<file path="config.mk">
export PLATFORM = sky130hd
export DESIGN_NAME = can_rx_bit_timing
export DESIGN_NICKNAME = d
export VERILOG_FILES = /design/src/rtl/can_rx_bit_timing.sv
export SDC_FILE = /design/constraint.sdc
export NUM_CORES = 1
export LEC_CHECK = 0
export CAP_MARGIN = 20
export CORE_ASPECT_RATIO = 1.2
export CORE_MARGIN = 2
export CORE_UTILIZATION = 50
export DETAILED_ROUTE_END_ITERATION = 10
export PLACE_DENSITY = 0.65
export SYNTH_ARGS = -nofsm -noshare
export SYNTH_HDL_FRONTEND = slang
export SYNTH_SLANG_ARGS = --single-unit
</file>
<file path="constraint.sdc">
create_clock -name clk -period 7.6 [get_ports clk]
set_input_delay 1.52 -clock clk [delete_from_list [all_inputs] [get_ports clk]]
set_output_delay 1.52 -clock clk [all_outputs]
set_load 0.1 [all_outputs]
</file>
<file path="src/rtl/can_rx_bit_timing.sv">
// CAN receive bit-timing unit: input synchroniser, tq prescaler, bit-segment
// FSM with hard sync / SJW-limited resync, single or 3-point majority
// sampling, and destuffing in front of the frame decoder.
//
// state    | meaning
// ---------+-----------------------------------------------------------
// IDLE     | waiting for a recessive-to-dominant edge (SOF hard sync)
// SYNC_SEG | one tq; the edge clk is its first clk
// SEG1     | prop+phase1, TSEG1 tq plus any resync extension
// SEG2     | phase2, TSEG2 tq minus any resync shortening
module can_rx_bit_timing #(
  parameter int BRP           = 10,
  parameter int TSEG1         = 6,
  parameter int TSEG2         = 3,
  parameter int SJW           = 1,
  parameter int TRIPLE_SAMPLE = 0
) (
  input  logic clk,
  input  logic rst_n,
  input  logic en,
  input  logic din,
  input  logic destuff_en,
  output logic dout,
  output logic dvalid,
  output logic stuff_err,
  output logic sample_tick
);

  localparam int PW = (BRP > 1) ? $clog2(BRP) : 1;
  localparam int TW = $clog2(TSEG1 + TSEG2 + SJW + 1);
  localparam logic [PW-1:0] PS_LAST = PW'(BRP - 1);
  localparam logic [TW-1:0] T1  = TW'(TSEG1);
  localparam logic [TW-1:0] T2  = TW'(TSEG2);
  localparam logic [TW-1:0] SJ  = TW'(SJW);
  localparam logic [TW-1:0] ONE = TW'(1);

  typedef enum logic [1:0] {IDLE, SYNC_SEG, SEG1, SEG2} state_t;

  state_t        state, cur_state, seg_next;
  logic [PW-1:0] ps, cur_ps;
  logic [TW-1:0] tq_cnt, cur_tq, ext, cur_ext, short_len, cur_short;
  logic [TW-1:0] ext_eff, short_eff, r_left;
  logic          s1, ds, ds_prev, fall;
  logic          restart, resync_ok, rs_seg1, rs_seg2;
  logic          tq_end, seg_last, sample_pt, bit_val, maj;
  logic          resync_done, sampled, samp_prev, last_bit;
  logic [1:0]    tri_sr;
  logic [2:0]    run;

  // Two-flop synchroniser plus one delayed copy for falling-edge detection.
  always_ff @(posedge clk or negedge rst_n) begin
    if (!rst_n) begin
      s1      <= 1'b1;
      ds      <= 1'b1;
      ds_prev <= 1'b1;
    end else begin
      s1      <= din;
      ds      <= s1;
      ds_prev <= ds;
    end
  end

  // Timing view of the current clk; a restart makes this clk count 0 of SYNC_SEG.
  always_comb begin
    fall      = ds_prev & ~ds;
    resync_ok = fall & samp_prev & ~resync_done;
    r_left    = T2 - short_len - tq_cnt;
    restart   = en & fall & ((state == IDLE) |
                ((state == SEG2) & resync_ok & (r_left <= SJ)));
    cur_state = restart ? SYNC_SEG : state;
    cur_ps    = restart ? '0 : ps;
    cur_tq    = restart ? '0 : tq_cnt;
    cur_ext   = restart ? '0 : ext;
    cur_short = restart ? '0 : short_len;
    rs_seg1   = en & resync_ok & (state == SEG1);
    rs_seg2   = en & resync_ok & (state == SEG2) & ~restart;
    ext_eff   = cur_ext;
    if (rs_seg1)
      ext_eff = ((tq_cnt + ONE) < SJ) ? (tq_cnt + ONE) : SJ;
    short_eff = rs_seg2 ? SJ : cur_short;
    tq_end    = (cur_ps == PS_LAST);
    seg_last  = 1'b0;
    seg_next  = IDLE;
    case (cur_state)
      SYNC_SEG: begin seg_last = 1'b1;                              seg_next = SEG1;     end
      SEG1:     begin seg_last = (cur_tq == T1 + ext_eff - ONE);    seg_next = SEG2;     end
      SEG2:     begin seg_last = (cur_tq == T2 - short_eff - ONE);  seg_next = SYNC_SEG; end
      default:  begin seg_last = 1'b0;                              seg_next = IDLE;     end
    endcase
    // Sample point uses the pre-edge SEG1 length so an edge on this clk cannot move it.
    sample_pt = en & (cur_state == SEG1) & tq_end & ~sampled &
                (cur_tq == T1 + cur_ext - ONE);
    maj       = (tri_sr[1] & tri_sr[0]) | (tri_sr[1] & ds) | (tri_sr[0] & ds);
    bit_val   = (TRIPLE_SAMPLE != 0) ? maj : ds;
  end

  // Bit-segment FSM, resync bookkeeping, sampling and destuffing with registered outputs.
  always_ff @(posedge clk or negedge rst_n) begin
    if (!rst_n) begin
      state       <= IDLE;
      ps          <= '0;
      tq_cnt      <= '0;
      ext         <= '0;
      short_len   <= '0;
      resync_done <= 1'b0;
      sampled     <= 1'b0;
      samp_prev   <= 1'b1;
      last_bit    <= 1'b0;
      run         <= '0;
      tri_sr      <= 2'b11;
      dout        <= 1'b1;
      dvalid      <= 1'b0;
      stuff_err   <= 1'b0;
      sample_tick <= 1'b0;
    end else begin
      dvalid      <= 1'b0;
      stuff_err   <= 1'b0;
      sample_tick <= 1'b0;
      if (!en) begin
        state       <= IDLE;
        ps          <= '0;
        tq_cnt      <= '0;
        ext         <= '0;
        short_len   <= '0;
        resync_done <= 1'b0;
        sampled     <= 1'b0;
        samp_prev   <= 1'b1;
        last_bit    <= 1'b0;
        run         <= '0;
      end else if (cur_state != IDLE) begin
        ps <= tq_end ? '0 : cur_ps + PW'(1);
        if (tq_end && seg_last) begin
          state  <= seg_next;
          tq_cnt <= '0;
        end else begin
          state  <= cur_state;
          tq_cnt <= tq_end ? cur_tq + ONE : cur_tq;
        end
        if (restart || (tq_end && seg_last && cur_state == SEG2)) begin
          ext         <= '0;
          short_len   <= '0;
          resync_done <= 1'b0;
          sampled     <= 1'b0;
        end else begin
          ext       <= ext_eff;
          short_len <= short_eff;
          if (rs_seg1 || rs_seg2) resync_done <= 1'b1;
          if (sample_pt) sampled <= 1'b1;
        end
        if (tq_end && cur_state == SEG1) tri_sr <= {tri_sr[0], ds};
        if (sample_pt) begin
          sample_tick <= 1'b1;
          samp_prev   <= bit_val;
          if (destuff_en && run == 3'd5) begin
            if (bit_val == last_bit) begin
              stuff_err <= 1'b1;
            end else begin
              run      <= 3'd1;
              last_bit <= bit_val;
            end
          end else begin
            dvalid   <= 1'b1;
            dout     <= bit_val;
            last_bit <= bit_val;
            if (!destuff_en)
              run <= '0;
            else if (run != 3'd0 && bit_val == last_bit)
              run <= run + 3'd1;
            else
              run <= 3'd1;
          end
        end
      end
    end
  end

endmodule

</file>
==> metrics.md <==
| Metric | Value |
|---|---|
| Fmax | `0.182 GHz` |
| Cell row count | `27` |
| Post-synth ARST share | `100%` |
| Area Growth Syn to Fin | `9.34%` |
| Min-delay worst type | `register to register` |
| Placed cell area | `2500 sq um` |
| Post-synth top area cell | `dfrtp_1` |
| Share of layout cells above drive strength 1 | `11.1%` |
| Pwr Total | `0.341 mW` |
| Vias | `1976` |
| VDD IR-drop max | `0.000109 V` |
| DR DRC count | `0` |
| DP Worst Slack | `1850 ps` |
| Commonest cells after routing, fill and taps aside | `nand2_1 (28), dfrtp_1 (27), nor2_1 (25), inv_1 (21), a21oi_1 (19)` |
| Vias in the first global route | `1964` |
| Cells after Synth | `270` |
| Via-to-Cell Ratio | `5.86` |
| Dpl hpwl | `4010 microns` |
| Worst-margin pin slew | `967 ps` |
| Clk_skew | `2.34 ps` |
| Final core utilization | `56.5%` |
| Register area share after synthesis | `34.0%` |
| Worst hold margin | `357 ps` |
| Slew Viols, Final | `0` |
| NumNets Final | `301` |
| Largest net degree at the start of global routing | `33` |
| Global Route Usage Sum | `23.7%` |
| RD Place Congestion | `0.881` |
| CTS HTree Levels | `2` |
| Tcrit/Tclk final | `72.2%` |
| EDFF count, synth | `0` |
| Total setup buffers inserted after CTS | `0` |
| Crit path max-delay cell type | `clkdlybuf4s50_1` |
| M2 GR Usage | `38.8%` |
| Pwr per Cell Area | `131 nW/um^2` |
| Synth top area cells | `dfrtp_1 (28%), ha_1 (9.0%), dfstp_2 (5.5%)` |
| Deepest clock path buffer count | `2` |
| Setup Viol. Count Final | `0` |
| Overall die width | `66.9 microns` |
| Worst setup path class | `input pin to register` |
| WL/cell | `16.3 microns` |
| Core Area | `4590 sq um` |
| Crit. End Element | `register` |
| Final setup margin | `2110 ps` |
| Top_reg_cell synth | `dfrtp_1` |
| Initial antenna violation count | `0` |
| WL final | `5500 microns` |
| Worst Path Max Fanout | `23` |
| Remaining global-route overflow | `0` |
| Pre-Repair DR Iteration Count | `4` |
| Die area | `5310 sq um` |
| Clock transition at the registers of the reported paths | `70 ps` |
| ANT nets after route | `0` |
| Yosys reg bits | `32` |
| Endpoints failing hold | `0` |
| Relative slew slack | `35.3%` |
| IO buf count | `8` |
| Top Usage Layer GRT | `met2` |
| Global-route wire length before repair | `9460 microns` |
| Setup_tns | `0 ps` |
| Largest stage delay, worst path | `1000 ps` |
| WP data required | `7740 ps` |
| GR Util met3 | `4.23%` |
| Finished layout cell area | `2590 sq um` |
| Ant diodes | `0` |
| Initial core utilization | `51.6%` |
| Gates resized, CTS repair | `0` |
| Number of hold buffers added after CTS | `0` |
| Clk root buf | `clkbuf_8` |
| Min Tclk post-route | `5490 ps` |
| Num CTS Buffers | `5` |
| Startpoint types | `input pin` |
| Die Y | `79.5 microns` |
| Synth warn | `0` |
| DP Cell Count | `329` |
| CP cell instances | `clkdlybuf4s50_1, nand3b_4, nor3_1, nand2_1, o21ai_1, nor2_1, a2bb2oi_1, ha_1, nand2_1, o21ai_0, a21oi_1, a22o_1, o2111ai_4, a21oi_1, a22oi_1` |
| Status | `completed` |
| Top cell type's share of synthesized area | `28.5%` |
| Critical path arrival | `5630 ps` |
| Final Non-Filler Cells | `337` |
| Worst-Skew Late Latency | `280 ps` |
| Total leakage power | `1.16 nW` |
| Netlist Area Pre-Place | `2370 sq um` |
| 1st-iter DRT viols | `86` |
| Most common cell after layout, fill and taps aside | `nand2_1` |
| Avg Cell Area, Syn | `8.79 sq um` |
| Ports | `9` |
| RSZ-0062 raised after global routing | `no` |
| Netlist cell types | `54` |
| CTS tree | `yes` |
| Global-route met1 utilization | `30.0%` |
| Max-Cap Viols | `0` |
| Clk sink count | `32` |
| Syn Nets | `293` |
## metal layers
layer	up-vias	wire (microns)
met5	-	0
met4	0	151
met3	10	140
met2	33	2670
met1	960	2540
li1	973	-
## final timing paths
kind                                start         to  slack [ps]  cells after the start
min in group asynchronous           rst_n     run[0]        1630                      2
worst min register to register         s1    bit_val         360                      0
worst max register to register  tq_cnt[1]    sampled        2860                     19
worst min-delay path                   s1    bit_val         360                      0
worst max-delay path                   en    sampled        2110                     15
max in group asynchronous           rst_n  samp_prev        5650                      2
## area by class of cell
cell class	count	area, sq um
timing repair buffer	10	95.1
inverter	21	78.8
multi-input combinational	208	1450
clock inverter	1	7.51
clock buffer	7	86.3
fill	434	2000
sequential	32	807
tap	58	72.6
## power breakdown
group          switching [mW]  internal (mW)  leakage, nW
clock network          0.0631         0.0735       0.0445
logic                  0.0189        0.00968        0.686
registers             0.00282          0.173        0.429
total                  0.0847          0.256         1.16
## sequential cells by signal (all words and copies together), names as in the netlist, 2 cells and up
name and cells:
ext 4, run 3, tq_cnt 4, short_len 4
state 2, ps 4
## cells by family after synthesis
group	Yosys count	synth area share, %
XOR/XNOR	14	5.80
AND/OR/NAND/NOR	106	24.4
adder cells (fa/ha/maj)	18	9.81
buffers and inverters	30	5.01
multiplexers	3	1.37
AO/OA/AOI/OAI	67	19.6
flip-flops	32	34.0
## critical path, delay by kind of cell
family / cells / cell delay (ps)
AOI/OAI and AO/OA: 8 / 1870
adders and majority gates: 1 / 340
buffers and inverters: 1 / 1000
and+or+nand+nor: 5 / 890
## cell usage after synthesis (3+ instances only)
library cell,instances
a211oi_1,3
a21boi_0,4
a21oi_1,19
a22o_1,5
a22oi_1,3
a31oi_1,3
and2_1,8
and3_1,5
clkbuf_1,6
dfrtp_1,27
dfstp_2,5
ha_1,17
inv_1,21
nand2_1,28
nand3_1,4
nand4_1,6
nor2_1,25
nor2b_1,3
nor3_1,8
o21a_1,4
o21ai_0,12
xnor2_1,8
xor2_1,4
Note: power is estimated with default switching activity, not from simulation.
